$ cat src/rtl/ysyx_25040129_arbiter.sv
// Two-master AXI4 arbiter (IFU burst reads, LSU single-beat reads/writes) onto one downstream port.
// Grant is registered one cycle after the request is seen in IDLE, then all channels pass through combinationally with no buffering.
module ysyx_25040129_arbiter #(
    parameter int TIMEOUT = 4096,
    parameter int TO_W    = 13
) (
    input  logic        clk,
    input  logic        rst_n,

    input  logic [31:0] ifu_araddr,
    input  logic [2:0]  ifu_arsize,
    input  logic [7:0]  ifu_arlen,
    input  logic [1:0]  ifu_arburst,
    input  logic        ifu_arvalid,
    output logic        ifu_arready,
    output logic [31:0] ifu_rdata,
    output logic [1:0]  ifu_rresp,
    output logic        ifu_rvalid,
    output logic        ifu_rlast,
    input  logic        ifu_rready,

    input  logic [31:0] lsu_araddr,
    input  logic [2:0]  lsu_arsize,
    input  logic        lsu_arvalid,
    output logic        lsu_arready,
    output logic [31:0] lsu_rdata,
    output logic [1:0]  lsu_rresp,
    output logic        lsu_rvalid,
    input  logic        lsu_rready,
    input  logic [31:0] lsu_awaddr,
    input  logic        lsu_awvalid,
    output logic        lsu_awready,
    input  logic [31:0] lsu_wdata,
    input  logic [3:0]  lsu_wstrb,
    input  logic        lsu_wvalid,
    output logic        lsu_wready,
    output logic [1:0]  lsu_bresp,
    output logic        lsu_bvalid,
    input  logic        lsu_bready,

    output logic [31:0] araddr,
    output logic [2:0]  arsize,
    output logic [7:0]  arlen,
    output logic [1:0]  arburst,
    output logic        arvalid,
    input  logic        arready,
    input  logic [31:0] rdata,
    input  logic [1:0]  rresp,
    input  logic        rvalid,
    input  logic        rlast,
    output logic        rready,
    output logic [31:0] awaddr,
    output logic        awvalid,
    input  logic        awready,
    output logic [31:0] wdata,
    output logic [3:0]  wstrb,
    output logic        wvalid,
    input  logic        wready,
    input  logic [1:0]  bresp,
    input  logic        bvalid,
    output logic        bready,

    output logic        bus_timeout
);

    typedef enum logic [1:0] {
        IDLE   = 2'd0,
        IFU_RD = 2'd1,
        LSU_RD = 2'd2,
        LSU_WR = 2'd3
    } state_e;

    typedef struct packed {
        logic [31:0] addr;
        logic [2:0]  size;
        logic [7:0]  len;
        logic [1:0]  burst;
    } ar_t;

    localparam logic [TO_W-1:0] TO_MAX = TO_W'(TIMEOUT);

    state_e          state_q, state_d;
    logic            last_grant_q, last_grant_d;
    logic [TO_W-1:0] to_cnt_q, to_cnt_d;
    logic            bus_timeout_q, bus_timeout_d;

    logic ifu_req, lsu_wreq, lsu_rreq, lsu_req;
    ar_t  ar_dat;

    assign ifu_req  = ifu_arvalid;
    assign lsu_wreq = lsu_awvalid && lsu_wvalid;
    assign lsu_rreq = lsu_arvalid;
    assign lsu_req  = lsu_wreq || lsu_rreq;

    // Grant and completion; on contention the master that did not win last time goes first.
    always_comb begin
        state_d      = state_q;
        last_grant_d = last_grant_q;
        case (state_q)
            IDLE: begin
                if (ifu_req && (!lsu_req || last_grant_q)) begin
                    state_d      = IFU_RD;
                    last_grant_d = 1'b0;
                end else if (lsu_req) begin
                    state_d      = lsu_wreq ? LSU_WR : LSU_RD;
                    last_grant_d = 1'b1;
                end
            end
            IFU_RD: if (rvalid && ifu_rready && rlast) state_d = IDLE;
            LSU_RD: if (rvalid && lsu_rready)          state_d = IDLE;
            LSU_WR: if (bvalid && lsu_bready)          state_d = IDLE;
            default: state_d = IDLE;
        endcase
    end

    // Watchdog only flags; the open transaction is left to finish on its own.
    always_comb begin
        to_cnt_d = to_cnt_q;
        if (state_q == IDLE) begin
            to_cnt_d = '0;
        end else if (to_cnt_q != TO_MAX) begin
            to_cnt_d = to_cnt_q + TO_W'(1);
        end
        bus_timeout_d = bus_timeout_q || ((state_q != IDLE) && (to_cnt_d == TO_MAX));
    end

    always_ff @(posedge clk or negedge rst_n) begin
        if (!rst_n) begin
            state_q       <= IDLE;
            last_grant_q  <= 1'b1;
            to_cnt_q      <= '0;
            bus_timeout_q <= 1'b0;
        end else begin
            state_q       <= state_d;
            last_grant_q  <= last_grant_d;
            to_cnt_q      <= to_cnt_d;
            bus_timeout_q <= bus_timeout_d;
        end
    end

    assign bus_timeout = bus_timeout_q;
    assign araddr      = ar_dat.addr;
    assign arsize      = ar_dat.size;
    assign arlen       = ar_dat.len;
    assign arburst     = ar_dat.burst;

    // Every output is a pure function of state, so an async reset silences the port instantly.
    always_comb begin
        ar_dat      = '0;
        arvalid     = 1'b0;
        rready      = 1'b0;
        awaddr      = '0;
        awvalid     = 1'b0;
        wdata       = '0;
        wstrb       = '0;
        wvalid      = 1'b0;
        bready      = 1'b0;
        ifu_arready = 1'b0;
        ifu_rdata   = '0;
        ifu_rresp   = '0;
        ifu_rvalid  = 1'b0;
        ifu_rlast   = 1'b0;
        lsu_arready = 1'b0;
        lsu_rdata   = '0;
        lsu_rresp   = '0;
        lsu_rvalid  = 1'b0;
        lsu_awready = 1'b0;
        lsu_wready  = 1'b0;
        lsu_bresp   = '0;
        lsu_bvalid  = 1'b0;
        case (state_q)
            IFU_RD: begin
                ar_dat      = '{addr: ifu_araddr, size: ifu_arsize, len: ifu_arlen, burst: ifu_arburst};
                arvalid     = ifu_arvalid;
                ifu_arready = arready;
                ifu_rdata   = rdata;
                ifu_rresp   = rresp;
                ifu_rvalid  = rvalid;
                ifu_rlast   = rlast;
                rready      = ifu_rready;
            end
            LSU_RD: begin
                ar_dat      = '{addr: lsu_araddr, size: lsu_arsize, len: 8'd0, burst: 2'b01};
                arvalid     = lsu_arvalid;
                lsu_arready = arready;
                lsu_rdata   = rdata;
                lsu_rresp   = rresp;
                lsu_rvalid  = rvalid;
                rready      = lsu_rready;
            end
            LSU_WR: begin
                awaddr      = lsu_awaddr;
                awvalid     = lsu_awvalid;
                lsu_awready = awready;
                wdata       = lsu_wdata;
                wstrb       = lsu_wstrb;
                wvalid      = lsu_wvalid;
                lsu_wready  = wready;
                lsu_bresp   = bresp;
                lsu_bvalid  = bvalid;
                bready      = lsu_bready;
            end
            default: ;
        endcase
    end

endmodule

$ cat config.mk
export PLATFORM = sky130hd
export DESIGN_NAME = ysyx_25040129_arbiter
export DESIGN_NICKNAME = d
export VERILOG_FILES = /design/src/rtl/ysyx_25040129_arbiter.sv
export SDC_FILE = /design/constraint.sdc
export NUM_CORES = 1
export LEC_CHECK = 0
export ABC_AREA = 1
export CAP_MARGIN = 40
export CORE_AREA = 4 4 151 153
export DETAILED_ROUTE_END_ITERATION = 8
export DIE_AREA = 0 0 155 157
export PLACE_DENSITY = 0.48
export SKIP_CTS_REPAIR_TIMING = 1
export SLEW_MARGIN = 30
export SYNTH_ARGS = -nofsm -noshare
export SYNTH_HDL_FRONTEND = slang
export SYNTH_SLANG_ARGS = --single-unit
$ cat constraint.sdc
create_clock -name clk -period 2.2 [get_ports clk]
set_clock_uncertainty 0.1 [all_clocks]
set_input_delay 0.33 -clock clk [delete_from_list [all_inputs] [get_ports clk]]
set_output_delay 0.33 -clock clk [all_outputs]
set_load 0.005 [all_outputs]
After elaboration in Yosys (flattened, before gate mapping)
Cells that the tools add are included.
Operators by class
  add/sub/neg operators: 1
  equal/unequal tests: 9
  muxes and demuxes: 33
  reductions and logical operators: 16
Operators with widths (count)
  two-way mux 32 bit: 4
  case mux 45 bit (2 select lines): 1
  two-way mux 13 bit: 2
  two-way mux 2 bit: 8
  two-way mux 1 bit: 14
  adder 13 x 1 -> 13 bit (second input constant): 1
  == test 13 bit (second input constant): 1
  != test 13 bit (second input constant): 1
  case mux 2 bit (4 select lines): 1
  logical AND 1 bit: 7
  != test 2 bit (second input constant): 3
  == test 2 bit (second input constant): 2
  two-way mux 4 bit: 1
  case mux 1 bit (2 select lines): 2
  AND reduction 4 bit: 1
  nonzero test 2 bit: 2
  logical OR 1 bit: 3
  != test 3 bit (second input constant): 1
  == test 2 x 1 -> 1 bit (second input constant): 1
  zero test 2 bit: 1
  AND reduction 2 bit: 1
  zero test 1 bit: 1
Word-level totals
  register bits: 17
  input port bits: 199
  output and inout bits: 197
  word-level logic and storage cells: 63

Longest topological paths before layout
Gate-level depths: netlist (run 1).
  word-level depth: 7
  gate-level depth with buffers: 12
  mapped depth without buffers: 12

Least setup slack after synthesis (run 1)
No wires, ideal clock.
  path type: reg-to-output
  start point: register state_q[0]
  end point: output port araddr[11]
  arrival: 1.378 ns
  data required time: 1.770 ns
  slack: 0.392 ns
  stages on the path, launching flop included: 7
  buffers on the path: 2
  path through: dfrtp_1 > inv_1 > ha_1 > clkbuf_1 > clkbuf_1 > nand3_1 > nand2_1
Between the ends
  cells in the longest elaborated chain, start to end: 2
  elaborated cells on any way between the ends: 3
  those cells by class: eq/ne: 2; mux: 1
RTL lines
  from (decl): line 82  | state_e state_q, state_d;
  from (signal assigned): line 134  | state_q <= state_d;
  == test 2 bit or == test 2 x 1 -> 1 bit (tied branches): line 171  | case (state_q)
  case mux 45 bit (2 select lines) *: line 171
  to (decl): line 41  | output logic [31:0] araddr,
Every way passes the cells marked *; elsewhere a longest branch is shown, timed or not.

Worst setup path after layout (run 1)
  start point: register state_q[0]
  end point: output port arburst[1]
Between the ends
  cells in the longest elaborated chain, start to end: 2
  elaborated cells on any way between the ends: 3
  those cells by class: eq/ne: 2; mux: 1
RTL lines
  == test 2 bit or == test 2 x 1 -> 1 bit (tied branches): line 171
  case mux 45 bit (2 select lines) *: line 171
  to (decl): line 44  | output logic [1:0] arburst,
Marks and branches as above.

==> run metrics, run 1 <==
status=finished, violations left; failing checks=negative setup slack; H-tree depth=1; total negative setup slack=-225 ps; Seq/Total Area, Yosys=13.9%; Setup crit end kind=primary output; Die Area=24300 µm²; RR Endpoint=state_q[1]; clk_lat worst skew=250 ps; Detailed Route WL=22000 µm; post-synthesis net count=846; mapped cell area=3060 µm²; pwr/cell area=711 nW/µm²; Yosys cell types=25; Slowest-stage cell, CP=clkdlybuf4s50_1; Num Clock Sinks=17; vias in the first global route=4813; Tmin final=2260 ps; Yosys reg bits=17; initial core utilization=14.2%; crit path kind=reg2out; worst slew pin tran=268 ps; Slew Limit Fails=0; largest net degree at the start of global routing=46; port bufs=395; Final Util=40.7%; ranking of synthesized cells by area=nand2_1 (29%), inv_1 (23%), nand3_1 (15%), dfrtp_1 (13%), nor2_1 (3.7%); Worst VDD drop=0.319 mV; initial antenna violation count=0; post-synth top area share=28.9%; CTS Buf Count=3; wire per inst=16.2 µm; fraction of layout cells with a size suffix above 1=11.4%; CP max stage delay=500 ps; final net count=1282; Hold Path Class=in2async; dpl hpwl=16800 µm; I/O Pins=396; CTS root buffer=clkbuf_16; # DRC=0; Period Utilization, post-route=103%; Final Setup Violations=5; Post-Syn Instances=640; leading area contributor after synthesis=nand2_1; Die X=155 µm; Congestion Overflow GR=0; fmax=443 MHz; TritonCTS clock tree=built; first-pass GRT wire length=27700 µm; cell chain of the critical path=inv_2 > ha_4 > nand2_2 > buf_6 > nor2_1 > clkdlybuf4s50_1; Crit path buffers/inverters=3; Req. time, crit path=1770 ps; family with the most delay on the worst path=buffers and inverters; Register-to-Register Path Depth=11; vias=5278; drt first-iter violations=217; Leak=7.79 nW; Reg2Reg Setup Slack=160 ps; Max clock buf depth=2; Slew HR=82.0%; worst setup margin=-58.1 ps; DR pass1 iterations=6; reg2reg start=state_q[1]; CP startpoint kind=register; Worst EP arrival=1830 ps; Yosys warning count=0; global-route usage over all layers=14.4%; routed via count divided by cell count=3.90; syn avg cell area=4.79 µm²; FP Rows=54; antenna viol nets, final=0; CORE AREA=21600 µm²; antenna fix cells=0; Final Wtd Congestion=0.816; max_cap viols=0; CP max FO=9; Hold Vio Cnt, Final=0; RSZ-0062 raised after global routing=true; die height=157 µm; clock-pin slew on the worst setup and hold paths=50 ps; area delta synth->final=186%
-- placed cells by master (no fill, tap or decap) --
master,n
o21ai_1,1
nand2_1,235
nor2_1,29
clkbuf_1,1
ha_4,4
clkbuf_16,14
nand4_1,2
nor2_4,4
nand2_2,3
buf_6,9
clkdlybuf4s50_1,202
dfrtp_1,16
ha_1,3
inv_1,185
clkbuf_2,9
nor3_2,1
buf_4,34
buf_12,13
nand3_2,11
a211oi_2,1
buf_8,4
xor2_1,1
nand3_1,84
o21ai_0,1
dlymetal6s2s_1,183
o22ai_2,1
a21oi_1,6
o22ai_1,2
nor3_1,1
nor2_2,8
dfstp_2,1
buf_2,1
inv_2,5
-- metrics by stage --
stage          area [µm²]  power [mW]  instances  hold WS, ps  setup WS (ps)
3_3_place_gp         7510        4.80       1302          351          -92.9
5_1_grt              8770        6.72       1355          333           -147
2_1_floorplan        3060        2.07        640        -65.6            392
6_report             8770        6.23       1355          306          -58.1
3_5_place_dp         7510        4.79       1302          349           -142
4_1_cts              7590        5.19       1306          325           -420
-- power breakdown --
part           internal [mW]  total (mW)  switching (mW)  leakage [nW]
combinational           3.03        5.45            2.43          7.52
clock                  0.246       0.373           0.127        0.0382
sequential             0.366       0.406          0.0404         0.229
total                   3.64        6.23            2.60          7.79
-- layout make-up --
type	instances	area, µm²
fill	2224	12800
timing repair buffer	466	5310
multi-input combinational	398	1890
inverter	190	713
sequential	17	427
tap	280	350
clock buffer	4	78.8
-- metal layers --
layer	GRT usage (%)	up-vias	share of wire, %
met5	0	-	0
li1	-	2701	-
met4	1.81	0	1.2
met1	16.8	2296	39
met2	27.0	265	51
met3	3.77	16	8.6
-- kinds of logic after synthesis --
family                   Yosys count  synth area share, %
AO/OA/AOI/OAI                     12                 2.33
XOR/XNOR                           1                0.286
adder cells (fa/ha/maj)            7                 2.86
buffers and inverters            225                 28.1
flip-flops                        17                 13.9
AND/OR/NAND/NOR                  378                 52.5
-- cells in the mapped netlist --
cell and count:
a211oi_2 1, a21oi_1 6, buf_1 10, buf_2 7, buf_6 1, clkbuf_1 17, dfrtp_1 16, dfstp_2 1
ha_1 7, inv_1 187, inv_2 3, nand2_1 236, nand2_2 2, nand3_1 94, nand3_2 1, nand4_1 2
nor2_1 30, nor2_2 7, nor2_4 4, nor3_1 1, nor3_2 1, o21ai_0 1, o21ai_1 1, o22ai_1 3
xor2_1 1
-- state kept, by name, indices dropped and copies added (netlist names) --
name	flops
to_cnt_q	13
state_q	2
bus_timeout	1
last_grant_q	1
-- worst max-delay path by stage --
| stage | start | to | cells after the start |
|---|---|---|---|
| CTS | state_q[1] | arvalid | 6 |
| finish | state_q[0] | arburst[1] | 6 |
| global placement | state_q[1] | arvalid | 6 |
| floorplan | state_q[0] | araddr[11] | 6 |
| detailed placement | state_q[1] | arvalid | 6 |
| global route | state_q[0] | arburst[1] | 6 |
No activity file was read; power rests on OpenSTA's default activity.
==> run 2, diff against run 1 <==
--- a/config.mk
+++ b/config.mk
@@ -6,8 +6,9 @@
 export NUM_CORES = 1
 export LEC_CHECK = 0
 export ABC_AREA = 1
-export CAP_MARGIN = 40
+export CAP_MARGIN = 10
 export CORE_AREA = 4 4 151 153
+export CTS_CLUSTER_DIAMETER = 80
 export DETAILED_ROUTE_END_ITERATION = 8
 export DIE_AREA = 0 0 155 157
 export PLACE_DENSITY = 0.48
==> results of run 2 <==
The final DEF is identical to that of run 1; final timing and power are the same.
